### src/rtl/mem_access_if.sv
// CPU load/store handshake plus data-memory port bundle for mem_access_unit.
// slave = the access unit; master = CPU/memory side driving requests and dmem_rd.
interface mem_access_if #(
  parameter int AW = 32
);
  logic          req_valid;
  logic          req_ready;
  logic          req_we;
  logic [1:0]    req_size;
  logic          req_signed;
  logic [AW-1:0] req_addr;
  logic [31:0]   req_wdata;
  logic          resp_valid;
  logic [31:0]   resp_rdata;
  logic          resp_err;
  logic          dmem_we;
  logic [AW-1:0] dmem_a;
  logic [31:0]   dmem_wd;
  logic [31:0]   dmem_rd;

  modport master (
    output req_valid, req_we, req_size, req_signed, req_addr, req_wdata, dmem_rd,
    input  req_ready, resp_valid, resp_rdata, resp_err, dmem_we, dmem_a, dmem_wd
  );

  modport slave (
    input  req_valid, req_we, req_size, req_signed, req_addr, req_wdata, dmem_rd,
    output req_ready, resp_valid, resp_rdata, resp_err, dmem_we, dmem_a, dmem_wd
  );
endinterface

### src/rtl/mem_access_unit.sv
// Load/store sequencer: byte/half/word accesses, sub-word stores as read-modify-write.
// MEM_ACCESS_ALIGN_CHECK_EN: misaligned/reserved-size requests answer with resp_err; otherwise addresses are force-aligned.
//
//   state  | meaning
//   IDLE   | ready for a request
//   RD     | load: read word, extract and extend lane
//   RMW_RD | sub-word store: read old word
//   WR     | write merged or full word
//   RESP   | one-cycle completion pulse
module mem_access_unit #(
  parameter int AW = 32
) (
  input  logic       clk,
  input  logic       reset_n,
  mem_access_if.slave bus
);

  typedef enum logic [2:0] {IDLE, RD, RMW_RD, WR, RESP} state_t;

  state_t        state, state_nx;
  logic          we_q, signed_q, err_q;
  logic [1:0]    size_q;
  logic [AW-1:0] addr_q;
  logic [31:0]   wdata_q, old_q, rdata_q;
  logic          accept;
  logic          err_d;
  logic [1:0]    size_d;
  logic [AW-1:0] addr_d;
  logic [4:0]    lane_sh;
  logic [31:0]   lane, load_ext, lane_mask, store_word;
  logic [AW-1:0] word_a;
  logic          ready, rv, dwe;
  logic [AW-1:0] da;
  logic [31:0]   dwd;

  assign accept = bus.req_valid & reset_n & (state == IDLE);

`ifdef MEM_ACCESS_ALIGN_CHECK_EN
  assign err_d  = (bus.req_size == 2'b11)
                | ((bus.req_size == 2'b01) & bus.req_addr[0])
                | ((bus.req_size == 2'b10) & (bus.req_addr[1:0] != 2'b00));
  assign size_d = bus.req_size;
  assign addr_d = bus.req_addr;
`else
  assign err_d  = 1'b0;
  assign size_d = (bus.req_size == 2'b11) ? 2'b10 : bus.req_size;
  always_comb begin
    addr_d = bus.req_addr;
    if (size_d == 2'b01)      addr_d[0]   = 1'b0;
    else if (size_d == 2'b10) addr_d[1:0] = 2'b00;
  end
`endif

  assign lane_sh = {addr_q[1:0], 3'b000};
  assign lane    = bus.dmem_rd >> lane_sh;
  assign word_a  = {addr_q[AW-1:2], 2'b00};

  always_comb begin
    case (size_q)
      2'b00:   load_ext = {{24{signed_q & lane[7]}}, lane[7:0]};
      2'b01:   load_ext = {{16{signed_q & lane[15]}}, lane[15:0]};
      default: load_ext = lane;
    endcase
  end

  // For word stores the mask covers everything, so the old word drops out.
  always_comb begin
    case (size_q)
      2'b00:   lane_mask = 32'h0000_00FF << lane_sh;
      2'b01:   lane_mask = 32'h0000_FFFF << lane_sh;
      default: lane_mask = 32'hFFFF_FFFF;
    endcase
    store_word = (old_q & ~lane_mask) | ((wdata_q << lane_sh) & lane_mask);
  end

  always_ff @(posedge clk) begin
    if (!reset_n) state <= IDLE;
    else          state <= state_nx;
  end

  always_ff @(posedge clk) begin
    if (!reset_n) begin
      we_q     <= 1'b0;
      signed_q <= 1'b0;
      err_q    <= 1'b0;
      size_q   <= 2'b00;
      addr_q   <= '0;
      wdata_q  <= '0;
      old_q    <= '0;
      rdata_q  <= '0;
    end else begin
      if (accept) begin
        we_q     <= bus.req_we;
        signed_q <= bus.req_signed;
        err_q    <= err_d;
        size_q   <= size_d;
        addr_q   <= addr_d;
        wdata_q  <= bus.req_wdata;
        rdata_q  <= '0;
      end
      if (state == RD)     rdata_q <= load_ext;
      if (state == RMW_RD) old_q   <= bus.dmem_rd;
    end
  end

  always_comb begin
    state_nx = state;
    ready    = 1'b0;
    rv       = 1'b0;
    dwe      = 1'b0;
    da       = '0;
    dwd      = '0;
    case (state)
      IDLE: begin
        ready = 1'b1;
        if (accept) begin
          if (err_d)                state_nx = RESP;
          else if (!bus.req_we)     state_nx = RD;
          else if (size_d == 2'b10) state_nx = WR;
          else                      state_nx = RMW_RD;
        end
      end
      RD: begin
        da       = word_a;
        state_nx = RESP;
      end
      RMW_RD: begin
        da       = word_a;
        state_nx = WR;
      end
      WR: begin
        dwe      = 1'b1;
        da       = word_a;
        dwd      = store_word;
        state_nx = RESP;
      end
      RESP: begin
        rv       = 1'b1;
        state_nx = IDLE;
      end
      default: state_nx = IDLE;
    endcase
  end

  // Every output is gated by reset_n so an asserted reset silences the port mid-cycle.
  assign bus.req_ready  = ready & reset_n;
  assign bus.resp_valid = rv & reset_n;
  assign bus.resp_err   = rv & reset_n & err_q & ~we_q | rv & reset_n & err_q & we_q;
  assign bus.resp_rdata = (rv & reset_n) ? rdata_q : 32'h0;
  assign bus.dmem_we    = dwe & reset_n;
  assign bus.dmem_a     = reset_n ? da : '0;
  assign bus.dmem_wd    = reset_n ? dwd : 32'h0;

endmodule

### src/flat_wrapper.sv
// flat-port wrapper written by rule: the top's interface ports become plain ports
module mem_access_unit_flat 
#(
  parameter int AW = 32
)
  (clk, reset_n, bus_req_valid, bus_req_we, bus_req_size, bus_req_signed, bus_req_addr, bus_req_wdata, bus_dmem_rd, bus_req_ready, bus_resp_valid, bus_resp_rdata, bus_resp_err, bus_dmem_we, bus_dmem_a, bus_dmem_wd);
  mem_access_if #(.AW(AW)) bus_i ();
  input  logic clk;
  input  logic reset_n;
  input wire logic [$bits(bus_i.req_valid)-1:0] bus_req_valid;
  input wire logic [$bits(bus_i.req_we)-1:0] bus_req_we;
  input wire logic [$bits(bus_i.req_size)-1:0] bus_req_size;
  input wire logic [$bits(bus_i.req_signed)-1:0] bus_req_signed;
  input wire logic [$bits(bus_i.req_addr)-1:0] bus_req_addr;
  input wire logic [$bits(bus_i.req_wdata)-1:0] bus_req_wdata;
  input wire logic [$bits(bus_i.dmem_rd)-1:0] bus_dmem_rd;
  output wire logic [$bits(bus_i.req_ready)-1:0] bus_req_ready;
  output wire logic [$bits(bus_i.resp_valid)-1:0] bus_resp_valid;
  output wire logic [$bits(bus_i.resp_rdata)-1:0] bus_resp_rdata;
  output wire logic [$bits(bus_i.resp_err)-1:0] bus_resp_err;
  output wire logic [$bits(bus_i.dmem_we)-1:0] bus_dmem_we;
  output wire logic [$bits(bus_i.dmem_a)-1:0] bus_dmem_a;
  output wire logic [$bits(bus_i.dmem_wd)-1:0] bus_dmem_wd;
  assign bus_i.req_valid = bus_req_valid;
  assign bus_i.req_we = bus_req_we;
  assign bus_i.req_size = bus_req_size;
  assign bus_i.req_signed = bus_req_signed;
  assign bus_i.req_addr = bus_req_addr;
  assign bus_i.req_wdata = bus_req_wdata;
  assign bus_i.dmem_rd = bus_dmem_rd;
  assign bus_req_ready = bus_i.req_ready;
  assign bus_resp_valid = bus_i.resp_valid;
  assign bus_resp_rdata = bus_i.resp_rdata;
  assign bus_resp_err = bus_i.resp_err;
  assign bus_dmem_we = bus_i.dmem_we;
  assign bus_dmem_a = bus_i.dmem_a;
  assign bus_dmem_wd = bus_i.dmem_wd;
  mem_access_unit #(.AW(AW)) u_core (.clk(clk), .reset_n(reset_n), .bus(bus_i));
endmodule
### config.mk
export PLATFORM = sky130hd
export DESIGN_NAME = mem_access_unit_flat
export DESIGN_NICKNAME = d
export VERILOG_FILES = /design/src/rtl/mem_access_if.sv /design/src/rtl/mem_access_unit.sv /design/src/flat_wrapper.sv
export SDC_FILE = /design/constraint.sdc
export NUM_CORES = 1
export LEC_CHECK = 0
export CAP_MARGIN = 20
export CORE_UTILIZATION = 25
export DETAILED_ROUTE_END_ITERATION = 12
export SYNTH_ARGS = -nofsm -noshare
export SYNTH_HDL_FRONTEND = slang
export SYNTH_SLANG_ARGS = --single-unit
### constraint.sdc
create_clock -name clk -period 3.7 [get_ports clk]
set_input_delay 0.74 -clock clk [delete_from_list [all_inputs] [get_ports clk]]
set_output_delay 0.74 -clock clk [all_outputs]
set_load 0.02 [all_outputs]
After elaboration in Yosys (flattened, before gate mapping)
Cells that the tools add are included.
- input bits: 103
- register bits after elaboration: 134
- output and inout port bits: 100
- word-level logic and storage cells: 56
- shift-type cells: 4
- equal/unequal tests: 9
- reductions and logical operators: 5
- mux-type cells: 20
- bitwise gates (word level): 11
- operator list (operator ; count):
    2-to-1 mux 32 bit ; 7
    one-hot mux 32 bit (2 select lines) ; 2
    AND 32 bit ; 2
    inverter 32 bit ; 1
    bitwise OR 32 bit ; 1
    left shift 16 x 5 -> 32 bit (first input constant) ; 1
    left shift 32 x 5 -> 32 bit ; 1
    left shift 8 x 5 -> 32 bit (first input constant) ; 1
    >> shifter 32 x 5 -> 32 bit ; 1
    one-hot mux 3 bit (3 select lines) ; 1
    AND 1 bit ; 7
    equality test 3 x 2 -> 1 bit (second input constant) ; 2
    2-to-1 mux 1 bit ; 6
    2-to-1 mux 3 bit ; 2
    equality test 2 x 1 -> 1 bit (second input constant) ; 2
    equality test 2 bit (second input constant) ; 2
    2-to-1 mux 2 bit ; 2
    equality test 3 x 1 -> 1 bit (second input constant) ; 1
    equality test 3 bit (second input constant) ; 1
    zero test 3 bit ; 1
    OR reduction 3 bit ; 1
    zero test 2 bit ; 1
    != test 2 x 1 -> 1 bit (second input constant) ; 1
    nonzero test 2 bit ; 1
    OR reduction 2 bit ; 1

Longest topological paths before layout
- depth in word-level cells: 7
- depth in mapped cells: 8
- mapped depth without buffers: 4

Worst setup path before layout
Ideal clock, no wire load.
- path kind: input to output
- from: input port reset_n
- to: output port bus_resp_rdata[22]
- required time: 2.960 ns
- path buffers: 1
- data arrival time: 1.746 ns
- setup slack: 1.214 ns
- cell stages on the path: 4
- cells stage by stage: nand2_1 nor3_1 clkbuf_1 and2_1
- word-level cells in the longest chain between the ends: 2
- RTL lines (element ; RTL line ; RTL):
    start: declaration ; flat_wrapper.sv:9 ; input logic reset_n;
    AND 1 bit ; -- ;
    via bus_resp_valid ; flat_wrapper.sv:18 ; output wire logic [$bits(bus_i.resp_valid)-1:0] bus_resp_valid;
    2-to-1 mux 32 bit ; mem_access_unit.sv:149 ; assign bus.resp_rdata = (rv & reset_n) ? rdata_q : 32'h0;
    end: declaration ; flat_wrapper.sv:19 ; output wire logic [$bits(bus_i.resp_rdata)-1:0] bus_resp_rdata;
The timed path passes the listed nets, and every way through them passes these cells.

Worst setup path in the final report
- from: register u_core.size_q[0]
- to: output port bus_dmem_wd[15]
- word-level cells in the longest chain between the ends: 7
- elaborated cells on any way between the ends: 9
- those cells by class: 1 x eq/ne; 3 x mux; 4 x bitwise; 1 x reduce/logical
- RTL lines (element ; RTL line ; RTL):
    start: declaration ; mem_access_unit.sv:22 ; logic [1:0] size_q;
    start signal: assignment ; mem_access_unit.sv:96 ; size_q <= size_d;
    equality test 2 x 1 -> 1 bit or zero test 2 bit (tied branches) ; mem_access_unit.sv:68 ; case (size_q)
    one-hot mux 32 bit (2 select lines) (*) ; mem_access_unit.sv:68 ;
    inverter 32 bit ; mem_access_unit.sv:73 ; store_word = (old_q & ~lane_mask) | ((wdata_q << lane_sh) & lane_mask);
    AND 32 bit ; mem_access_unit.sv:73 ;
    bitwise OR 32 bit (*) ; mem_access_unit.sv:73 ;
    2-to-1 mux 32 bit (*) ; mem_access_unit.sv:113 ; case (state)
    2-to-1 mux 32 bit (*) ; mem_access_unit.sv:152 ; assign bus.dmem_wd = reset_n ? dwd : 32'h0;
    end: declaration ; flat_wrapper.sv:23 ; output wire logic [$bits(bus_i.dmem_wd)-1:0] bus_dmem_wd;
Mark *: on every way between the ends. The rest lies on a longest branch, timed or not.

==> summary.md <==
| Metric | Value |
|---|---|
| Dominant synthesized flop cell | `sky130_fd_sc_hd__dfxtp_1` |
| Cell Count, Final, Fillers Out | `1,341` |
| Post-route cell area | `9570 sq um` |
| GRT Total Usage | `0.163` |
| Top cell type by total area after synthesis | `sky130_fd_sc_hd__dfxtp_1` |
| CTS Buf Count | `17` |
| Static leakage | `3.40 nW` |
| Antenna violations before repair | `1` |
| Die Footprint | `27,300 sq um` |
| Max layer used | `met4` |
| Ratio of final minimum period to clock period | `0.907` |
| Slew @ Worst Pin | `0.982 ns` |
| Initial cell density of the core | `0.256` |
| # hold bufs at CTS | `0` |
| Slew HR | `0.340` |
| Die width | `165 um` |
| Number of buffers inserted by post-CTS setup repair | `0` |
| Met3 Wirelength | `2170 um` |
| IR Drop Worst-Case VDD | `308 uV` |
| Total via count in the routed design | `6,222` |
| Signal arrival time at the worst endpoint | `2.62 ns` |
| Distinct cell type count after synthesis | `47` |
| Gate count of the mapped netlist | `832` |
| TritonCTS clock tree | `built` |
| Std-Cell Rows | `59` |
| Count of pins on the block boundary | `203` |
| Wire length the detailed router placed on met1 | `10,200 um` |
| Sink Count | `134` |
| DRT antenna net count | `0` |
| Setup Skew | `0.00964 ns` |
| Clock-pin slew reported for the worst setup and hold paths after clock tree synthesis | `0.06 ns` |
| Standard cell area after detailed placement | `8880 sq um` |
| First-pass GRT wire length | `33,300 um` |
| Post-synth top area share | `0.403` |
| Max Cap Violations | `0` |
| Sum of negative setup slack | `0 ns` |
| Pwr per Cell Area | `416 nW/um^2` |
| Final number of hold-violating endpoints | `0` |
| Run status | `finished, final reports clean` |
| Critical path type | `reg2out` |
| Hold/Removal Path Class | `reg2reg` |
| Setup repair after global routing missed its margin | `no` |
| Half-perimeter wire length after placement | `16,800 um` |
| Slew Viols, Final | `0` |
| Synth Area per Inst | `8.00 sq um` |
| Final-layout worst hold slack | `0.449 ns` |
| Number of instances resized during post-cts repair | `0` |
| Largest fanout of any net on the critical path | `8` |
| Number of detailed-route iterations in the first pass | `4` |
| Buffer levels on the longest clock path | `2` |
| DP Cell Count | `1,308` |
| Number of global-route vias before repair | `5,651` |
| Count of H-tree levels built during CTS | `4` |
| Leftover overflow at the end of global routing | `0` |
| CTS Root Cell | `sky130_fd_sc_hd__clkbuf_16` |
| Routed length on met2 | `9730 um` |
| Cells taking the most area after synthesis | `sky130_fd_sc_hd__dfxtp_1, sky130_fd_sc_hd__nand2_1, sky130_fd_sc_hd__mux2i_1` |
| Pin count of the biggest net entering global routing | `124` |
| Post-synthesis to final-layout area growth | `43.7%` |
| Vertical extent of the die | `165 um` |
| Final weighted congestion in routability-driven placement | `0.854` |
| Worst EP required | `2.96 ns` |
| Number of remaining DRC errors | `0` |
| Capturing element type of the critical path | `primary output` |
| Area of the mapped netlist | `6660 sq um` |
| Routed wire length | `22,600 um` |
| Launching element type of the critical path | `flop` |
| Count of routing violations after the opening detailed-route iteration | `396` |
| Setup violations, final | `0` |
| Fraction of registers with async set or reset after synthesis | `0` |
| Number of synthesized flops with an enable pin | `0` |
| Routed wire length per instance | `16.8 um` |
| Share of the yosys chip area belonging to registers | `0.403` |
| Yosys reg bits | `134` |
| IO Port Bufs | `199` |
| Final Critical Period | `3.36 ns` |
| Clock latency reported for the late side of the worst-skew pair | `0.42 ns` |
| Most frequent cells in the layout | `sky130_fd_sc_hd__nand2_1, sky130_fd_sc_hd__clkdlybuf4s50_1, sky130_fd_sc_hd__dfxtp_1` |
| Floorplan core area | `26,100 sq um` |
| Maximum achievable frequency | `298 MHz` |
| Avg Vias per Cell | `4.64` |
| Ant diodes | `0` |
| Fraction of final layout cells with drive strength greater than 1 | `0.0825` |
| Post-layout power | `0.00398 W` |
| Number of nets in the layout | `1,097` |
| Count of warnings emitted by yosys | `0` |
| Commonest non-fill, non-tap cell in the layout | `sky130_fd_sc_hd__nand2_1` |
-- where the power goes --
group | total [W] | internal, W | switching (W)
Clock | 0.00184 | 0.00115 | 0.000692
Combinational | 0.000533 | 0.000252 | 0.000281
Sequential | 0.00160 | 0.00153 | 0.0000670
Total | 0.00398 | 0.00294 | 0.00104
-- per-stage QoR --
stage | setup slack, ns | utilization
final | 0.345 | 0.367
after global routing | 0.142 | 0.367
after CTS | 0.160 | 0.365
after detailed placement | 0.538 | 0.341
after global placement | 0.501 | 0.341
after floorplan | 1.21 | -
-- cells by family after synthesis --
group                     share of synthesized area
other                                      0.000563
DFF                                           0.403
muxes                                         0.114
xor gates and xnor gates                    0.00132
buffers and inverters                        0.0526
and+or+nand+nor                               0.247
AOI/OAI and AO/OA                             0.182
-- worst paths after layout --
path | startpoint | cells after the start | end | slack (ns)
max | u_core.size_q[0] | 5 | bus_dmem_wd[15] | 0.34
min | u_core.wdata_q[16] | 2 | u_core.wdata_q[16] | 0.45
max reg2reg | u_core.state[0] | 5 | u_core.rdata_q[25] | 1.54
min reg2reg | u_core.wdata_q[16] | 2 | u_core.wdata_q[16] | 0.45
-- worst max-delay path, cell delays in order (launching register included) --
cell and delay, ns:
sky130_fd_sc_hd__dfxtp_1 0.37, sky130_fd_sc_hd__or2_1 0.30, sky130_fd_sc_hd__a21oi_2 0.50, sky130_fd_sc_hd__mux2i_1 0.19, sky130_fd_sc_hd__nor2_1 0.21, sky130_fd_sc_hd__clkdlybuf4s50_1 0.64
-- Yosys cell counts, types with 9 or more instances --
master / number
sky130_fd_sc_hd__nor3b_1: 10
sky130_fd_sc_hd__clkbuf_1: 41
sky130_fd_sc_hd__dfxtp_1: 134
sky130_fd_sc_hd__nor2_1: 71
sky130_fd_sc_hd__o21ai_0: 12
sky130_fd_sc_hd__and2_1: 34
sky130_fd_sc_hd__nand3_1: 12
sky130_fd_sc_hd__nand2_1: 220
sky130_fd_sc_hd__a221o_1: 16
sky130_fd_sc_hd__a21oi_1: 27
sky130_fd_sc_hd__mux2_2: 17
sky130_fd_sc_hd__mux2i_1: 41
sky130_fd_sc_hd__o21ai_1: 52
sky130_fd_sc_hd__a21boi_0: 33
sky130_fd_sc_hd__nor2b_1: 9
sky130_fd_sc_hd__buf_2: 22
-- metal layers --
| layer | vias up | GRT usage |
|---|---|---|
| li1 | 3147 | - |
| met2 | 239 | 0.247 |
| met3 | 30 | 0.0564 |
| met1 | 2806 | 0.215 |
| met5 | - | 0 |
| met4 | 0 | 0.0546 |
-- sequential cells by signal, indices dropped and copies added, names as in the netlist --
register / count
u_core.rdata_q: 32
u_core.size_q: 2
u_core.signed_q: 1
u_core.old_q: 32
u_core.wdata_q: 32
u_core.state: 3
u_core.addr_q: 32
-- cell type report --
type | count | area [sq um]
Fill cell | 2666 | 16500
Multi-Input combinational cell | 624 | 3650
Sequential cell | 134 | 2690
Timing Repair Buffer | 215 | 2170
Clock buffer | 18 | 439
Tap cell | 335 | 419
Clock inverter | 13 | 195
Inverter | 2 | 7.51
No activity file was read; power rests on OpenSTA's default activity.
==> RTL edit 1: new RTL, config.mk and constraints unchanged <==
`AW` is set to 32 in 3 places; all go to 64.
--- a/src/rtl/mem_access_if.sv
+++ b/src/rtl/mem_access_if.sv
@@ -3,3 +3,3 @@
 interface mem_access_if #(
-  parameter int AW = 32
+  parameter int AW = 64
 );
--- a/src/rtl/mem_access_unit.sv
+++ b/src/rtl/mem_access_unit.sv
@@ -10,3 +10,3 @@
 module mem_access_unit #(
-  parameter int AW = 32
+  parameter int AW = 64
 ) (
--- a/src/flat_wrapper.sv
+++ b/src/flat_wrapper.sv
@@ -3,3 +3,3 @@
 #(
-  parameter int AW = 32
+  parameter int AW = 64
 )
Ports: changed (resized bus_dmem_a and bus_req_addr); port bits go from 203 to 267. The function was not compared with the original's and may differ.
==> RTL edit 1 against the unedited design <==
- final area grew 20%
- critical endpoint is now bus_dmem_wd[21]
- first-iteration DRC count is 14% higher
- synthesized area is 19% higher
- total power increased by 11%
- largest power group is now registers
- sequential cell count grew 32
- worst setup slack worse by 0.17 ns
- wire length is 23% higher
- synthesized cell count rose by 20%
- utilization grew 0.53 points
==> RTL edit 1: results (changes against the unedited design) <==
{
  "logic_synthesis": {
    "netlist_instances": {"value": 1002, "change": "was 832"},
    "netlist_top_cells_count": {"value": "282 x sky130_fd_sc_hd__nand2_1, 166 x sky130_fd_sc_hd__dfxtp_1, 100 x sky130_fd_sc_hd__nor2_1, 45 x sky130_fd_sc_hd__o21ai_1, 44 x sky130_fd_sc_hd__clkbuf_1", "change": "was 220 x sky130_fd_sc_hd__nand2_1, 134 x sky130_fd_sc_hd__dfxtp_1, 71 x sky130_fd_sc_hd__nor2_1, 52 x sky130_fd_sc_hd__o21ai_1"},
    "ys_seq_area_frac": {"value": 0.418, "change": "was 0.403"}
  },
  "setup_path": {
    "cp_top_family": {"value": "simple AND/OR/NAND/NOR gates", "change": "was buffers and inverters"},
    "cp.arrival": {"value": 2.79, "unit": "ns", "change": "was 2.62 ns"},
    "worstReg2RegEnd": {"value": "u_core.rdata_q[24]", "change": "was u_core.rdata_q[25]"},
    "timing.rr.start": {"value": "u_core.addr_q[0]", "change": "was u_core.state[0]"}
  },
  "detailed_routing": {
    "dr.first_iter.drc_count": {"value": 450, "change": "was 396"}
  },
  "outcome": {
    "run_status": {"value": "finished, final reports clean", "change": "unchanged"}
  },
  "placement": {
    "weighted_congestion_reported_at_the_end_of_routability_driven_placement": {"value": 0.804, "change": "was 0.854"},
    "port_buffers": {"value": 263, "change": "was 199"},
    "place_hpwl": {"value": 20.1, "unit": "mm", "change": "was 16.8 mm"},
    "standard_cell_area_after_detailed_placement": {"value": 0.0109, "unit": "sq mm", "change": "was 0.00888 sq mm"}
  },
  "power": {
    "power.static_leakage": {"value": 4.05, "unit": "nW", "change": "was 3.40 nW"},
    "power.switching": {"value": 1.29, "unit": "mW", "change": "was 1.04 mW"}
  },
  "timing": {
    "achievable-frequency": {"value": 0.283, "unit": "GHz", "change": "was 0.298 GHz"},
    "fin_skew": {"value": 0.00818, "unit": "ns", "change": "was 0.00964 ns"},
    "worst_slew_margin_rel": {"value": 0.367, "change": "was 0.340"},
    "worst_hold_slack": {"value": 0.455, "unit": "ns", "change": "was 0.449 ns"}
  },
  "finish": {
    "layout.nets": {"value": 1355, "change": "was 1,097"},
    "layout.cells.non_filler": {"value": 1629, "change": "was 1,341"},
    "post_route_cells_drive_above_1_share": {"value": 0.0714, "change": "was 0.0825"},
    "filler_cell_count": {"value": 3209, "change": "was 2,666"}
  },
  "grt": {
    "pin_count_of_the_biggest_net_entering_global_routing": {"value": 74, "change": "was 124"},
    "gr-usage-all-layers": {"value": 0.170, "change": "was 0.163"},
    "grtUsageMet1": {"value": 0.215, "change": "about the same"},
    "via_count_of_the_first_global_routing_pass": {"value": 7576, "change": "was 5,651"}
  },
  "hold_path": {
    "holdPathEnd": {"value": "u_core.wdata_q[20]", "change": "was u_core.wdata_q[16]"}
  }
}
==> RTL edit 1: cell count changes after synthesis, moves of 7 or more <==
cell	before	now
sky130_fd_sc_hd__dfxtp_1	134	166
sky130_fd_sc_hd__nand2_1	220	282
sky130_fd_sc_hd__buf_2	22	29
sky130_fd_sc_hd__o21ai_1	52	45
sky130_fd_sc_hd__a21boi_1	3	37
sky130_fd_sc_hd__o21ai_0	12	26
sky130_fd_sc_hd__nand3_1	12	4
sky130_fd_sc_hd__nor2_1	71	100
==> RTL edit 1: routing by layer <==
metal | wire, um | part of all wire | vias to the layer above
met3 | 2180 | 0.079 | 20
met2 | 12900 | 0.46 | 267
met5 | 55 | 0.0020 | -
met1 | 12400 | 0.45 | 3552
met4 | 206 | 0.0074 | 8
li1 | - | - | 3782
==> RTL edit 1: final cells by class <==
| type | instances | area [sq um] | area share |
|---|---|---|---|
| Clock inverter | 15 | 160 | 0.0139 |
| Clock buffer | 17 | 425 | 0.0369 |
| Tap cell | 396 | 495 | 0.0430 |
| Sequential cell | 166 | 3330 | 0.289 |
| Multi-Input combinational cell | 747 | 4210 | 0.366 |
| Timing Repair Buffer | 284 | 2880 | 0.250 |
| Inverter | 4 | 15.0 | 0.00130 |
==> RTL edit 1: cell families (layout without fill, tap and decap cells) <==
family | count (synthesis) | in the layout | share of synthesized area
compound gates | 221 | 221 | 0.186
xor+xnor | 1 | 1 | 0.00110
buf+inv | 91 | 320 | 0.0551
flops | 166 | 166 | 0.418
mux | 64 | 64 | 0.0940
other cells | 1 | 3 | 0.000472
simple gates | 458 | 458 | 0.245
==> RTL edit 1: worst max-delay path by stage <==
stage	start	to	cells past startpoint
2_1_floorplan	reset_n	bus_resp_rdata[22]	5
3_3_place_gp	reset_n	bus_resp_rdata[13]	7
3_5_place_dp	reset_n	bus_resp_rdata[27]	7
4_1_cts	u_core.addr_q[0]	bus_dmem_wd[21]	5
5_1_grt	u_core.addr_q[0]	bus_dmem_wd[21]	5
6_report	u_core.addr_q[0]	bus_dmem_wd[21]	5
==> RTL edit 1: power groups by stage <==
stage	Combinational, mW	Sequential, mW	Clock (mW)
after floorplan	0.365	1.96	0
after global placement	0.644	1.99	0
after detailed placement	0.646	1.99	0
after CTS	0.649	1.95	1.84
after global routing	0.711	1.96	1.92
final	0.651	1.95	1.79
==> RTL edit 1: worst register-to-register path, delay by kind of cell (launching register included) <==
| family | cells | cell delay, ns |
|---|---|---|
| AOI/OAI and AO/OA | 3 | 0.99 |
| xor gates and xnor gates | 1 | 0.11 |
| buffers and inverters | 1 | 0.46 |
| DFF | 1 | 0.64 |
==> RTL edit 2: new RTL, same flow settings <==
Made on the original files. Reset style: asynchronous (`reset_n`), changed in 2 clocked blocks.
--- a/src/rtl/mem_access_unit.sv
+++ b/src/rtl/mem_access_unit.sv
@@ -75,3 +75,3 @@
 
-  always_ff @(posedge clk) begin
+  always_ff @(posedge clk or negedge reset_n) begin
     if (!reset_n) state <= IDLE;
@@ -80,3 +80,3 @@
 
-  always_ff @(posedge clk) begin
+  always_ff @(posedge clk or negedge reset_n) begin
     if (!reset_n) begin
Check against the original RTL: same outputs for any inputs over 10 cycles, from zero or initial values and one cycle with reset_n low; that may be too few to reach the edited logic, so the function may still have changed.
==> RTL edit 2 against the unedited design <==
- final cell count down 11%
- final area rose by 4.7%
- fmax is 5.9% lower
- sequential cell count is the same
- non-clock buffer count grew 2
- wire length down 0.28%
- worst setup slack got worse by 0.21 ns
- register-to-register slack worse by 0.30 ns
- synthesized area is 4.9% higher
- global-route usage fell by 0.37 points
- hold slack worse by 0.076 ns
Power is not compared: it rests on default switching activity, and its combinational part moved more than twofold at a synthesized area within 25%.
==> RTL edit 2: results (changes against the unedited design) <==
{
  "logic_synthesis": {
    "synth.top_cells.by_area": {"value": "sky130_fd_sc_hd__dfrtp_1 48%, sky130_fd_sc_hd__mux2_2 18%, sky130_fd_sc_hd__mux2i_1 6.9%", "change": "was sky130_fd_sc_hd__dfxtp_1 40%, sky130_fd_sc_hd__nand2_1 12%, sky130_fd_sc_hd__mux2i_1 6.2%"},
    "syn_avg_cell_area": {"value": 11.3, "unit": "sq um", "change": "was 8.00 sq um"},
    "synth.distinct_cells": {"value": 41, "change": "was 47"},
    "postSynth.topFlopCell": {"value": "sky130_fd_sc_hd__dfrtp_1", "change": "was sky130_fd_sc_hd__dfxtp_1"},
    "netlist_top_cells_count": {"value": "134 x sky130_fd_sc_hd__dfrtp_1, 112 x sky130_fd_sc_hd__mux2_2, 62 x sky130_fd_sc_hd__and2_1, 48 x sky130_fd_sc_hd__mux2i_1, 45 x sky130_fd_sc_hd__nor2_1", "change": "was 220 x sky130_fd_sc_hd__nand2_1, 134 x sky130_fd_sc_hd__dfxtp_1, 71 x sky130_fd_sc_hd__nor2_1, 52 x sky130_fd_sc_hd__o21ai_1"},
    "asyncSetResetFlopFracSynth": {"value": 1.00, "change": "was 0"}
  },
  "detailed_routing": {
    "dr.first_iter.drc_count": {"value": 304, "change": "was 396"},
    "via_count": {"value": 5355, "change": "was 6,222"},
    "avg_wl_per_cell": {"value": 18.8, "unit": "um", "change": "was 16.8 um"},
    "vias_per_cell": {"value": 4.49, "change": "was 4.64"}
  },
  "placement": {
    "standard_cell_area_after_detailed_placement": {"value": 0.00941, "unit": "sq mm", "change": "was 0.00888 sq mm"},
    "weighted_congestion_reported_at_the_end_of_routability_driven_placement": {"value": 0.792, "change": "was 0.854"},
    "dp.cells": {"value": 1161, "change": "was 1,308"},
    "place_hpwl": {"value": 17.0, "unit": "mm", "change": "was 16.8 mm"}
  },
  "grt": {
    "pin_count_of_the_biggest_net_entering_global_routing": {"value": 62, "change": "was 124"},
    "gr-usage-all-layers": {"value": 0.160, "change": "was 0.163"},
    "global_route_wire_length_before_repair": {"value": 33.9, "unit": "mm", "change": "was 33.3 mm"}
  },
  "setup_path": {
    "worst_r2r_path_depth": {"value": 4, "change": "was 5"},
    "timing.critical_path.from": {"value": "u_core.addr_q[0]", "change": "was u_core.size_q[0]"},
    "timing.critical_path.slowest_cell_delay": {"value": 0.61, "unit": "ns", "change": "was 0.64 ns"},
    "critical_path_fanouts_max": {"value": 18, "change": "was 8"},
    "timing.rr.start": {"value": "u_core.state[0]", "change": "unchanged"}
  },
  "timing": {
    "finalCriticalPeriod": {"value": 3.57, "unit": "ns", "change": "was 3.36 ns"},
    "worst_pin_slew": {"value": 0.901, "unit": "ns", "change": "was 0.982 ns"},
    "worst_hold_slack": {"value": 0.373, "unit": "ns", "change": "was 0.449 ns"}
  },
  "outcome": {
    "run_status": {"value": "finished, final reports clean", "change": "unchanged"}
  },
  "finish": {
    "layout.nets": {"value": 911, "change": "was 1,097"}
  }
}
-- RTL edit 2: changes by cell type after synthesis, moves of 33 or more --
cell,delta
sky130_fd_sc_hd__mux2_2,+95
sky130_fd_sc_hd__o21ai_1,-52
sky130_fd_sc_hd__a21boi_0,-33
sky130_fd_sc_hd__nand2_1,-198
sky130_fd_sc_hd__dfrtp_1,+134
sky130_fd_sc_hd__dfxtp_1,-134
-- RTL edit 2: cells by family (layout without fill, tap and decap cells) --
logic type	Yosys count	in the layout	synth area share
buf+inv	53	253	0.0333
other cells	1	4	0.000537
simple gates	167	167	0.128
flops	134	134	0.480
compound gates	101	101	0.104
mux	161	161	0.252
xor+xnor	1	1	0.00125
-- RTL edit 2: layer usage --
| metal | vias to the layer above | part of all wire |
|---|---|---|
| met5 | - | 0 |
| met4 | 0 | 0.015 |
| met3 | 21 | 0.040 |
| met2 | 131 | 0.46 |
| met1 | 2619 | 0.49 |
| li1 | 2584 | - |
-- RTL edit 2: cell type report --
type / instances / area [sq um]
clock buffer: 21 / 460
clock inverter: 10 / 146
inverter: 5 / 18.8
sequential: 134 / 3360
antenna: 1 / 2.50
timing repair buffer: 217 / 2140
multi-input combinational: 433 / 3430
tap: 372 / 465
fill: 2746 / 17200
-- RTL edit 2: worst paths after layout --
check / endpoint
setup / recovery: bus_dmem_wd[14]
hold / removal: u_core.state[1]
setup reg to reg: u_core.rdata_q[30]
hold reg to reg: u_core.addr_q[5]
max in group asynchronous: u_core.old_q[17]
min in group clk: u_core.addr_q[5]
-- RTL edit 2: report_power, final --
| part | leakage [nW] | switching, mW | internal, mW | total, mW |
|---|---|---|---|---|
| Sequential | 1.63 | 0.537 | 2.17 | 2.71 |
| Clock | 0.282 | 0.678 | 1.10 | 1.78 |
| Combinational | 2.08 | 1.67 | 1.72 | 3.40 |
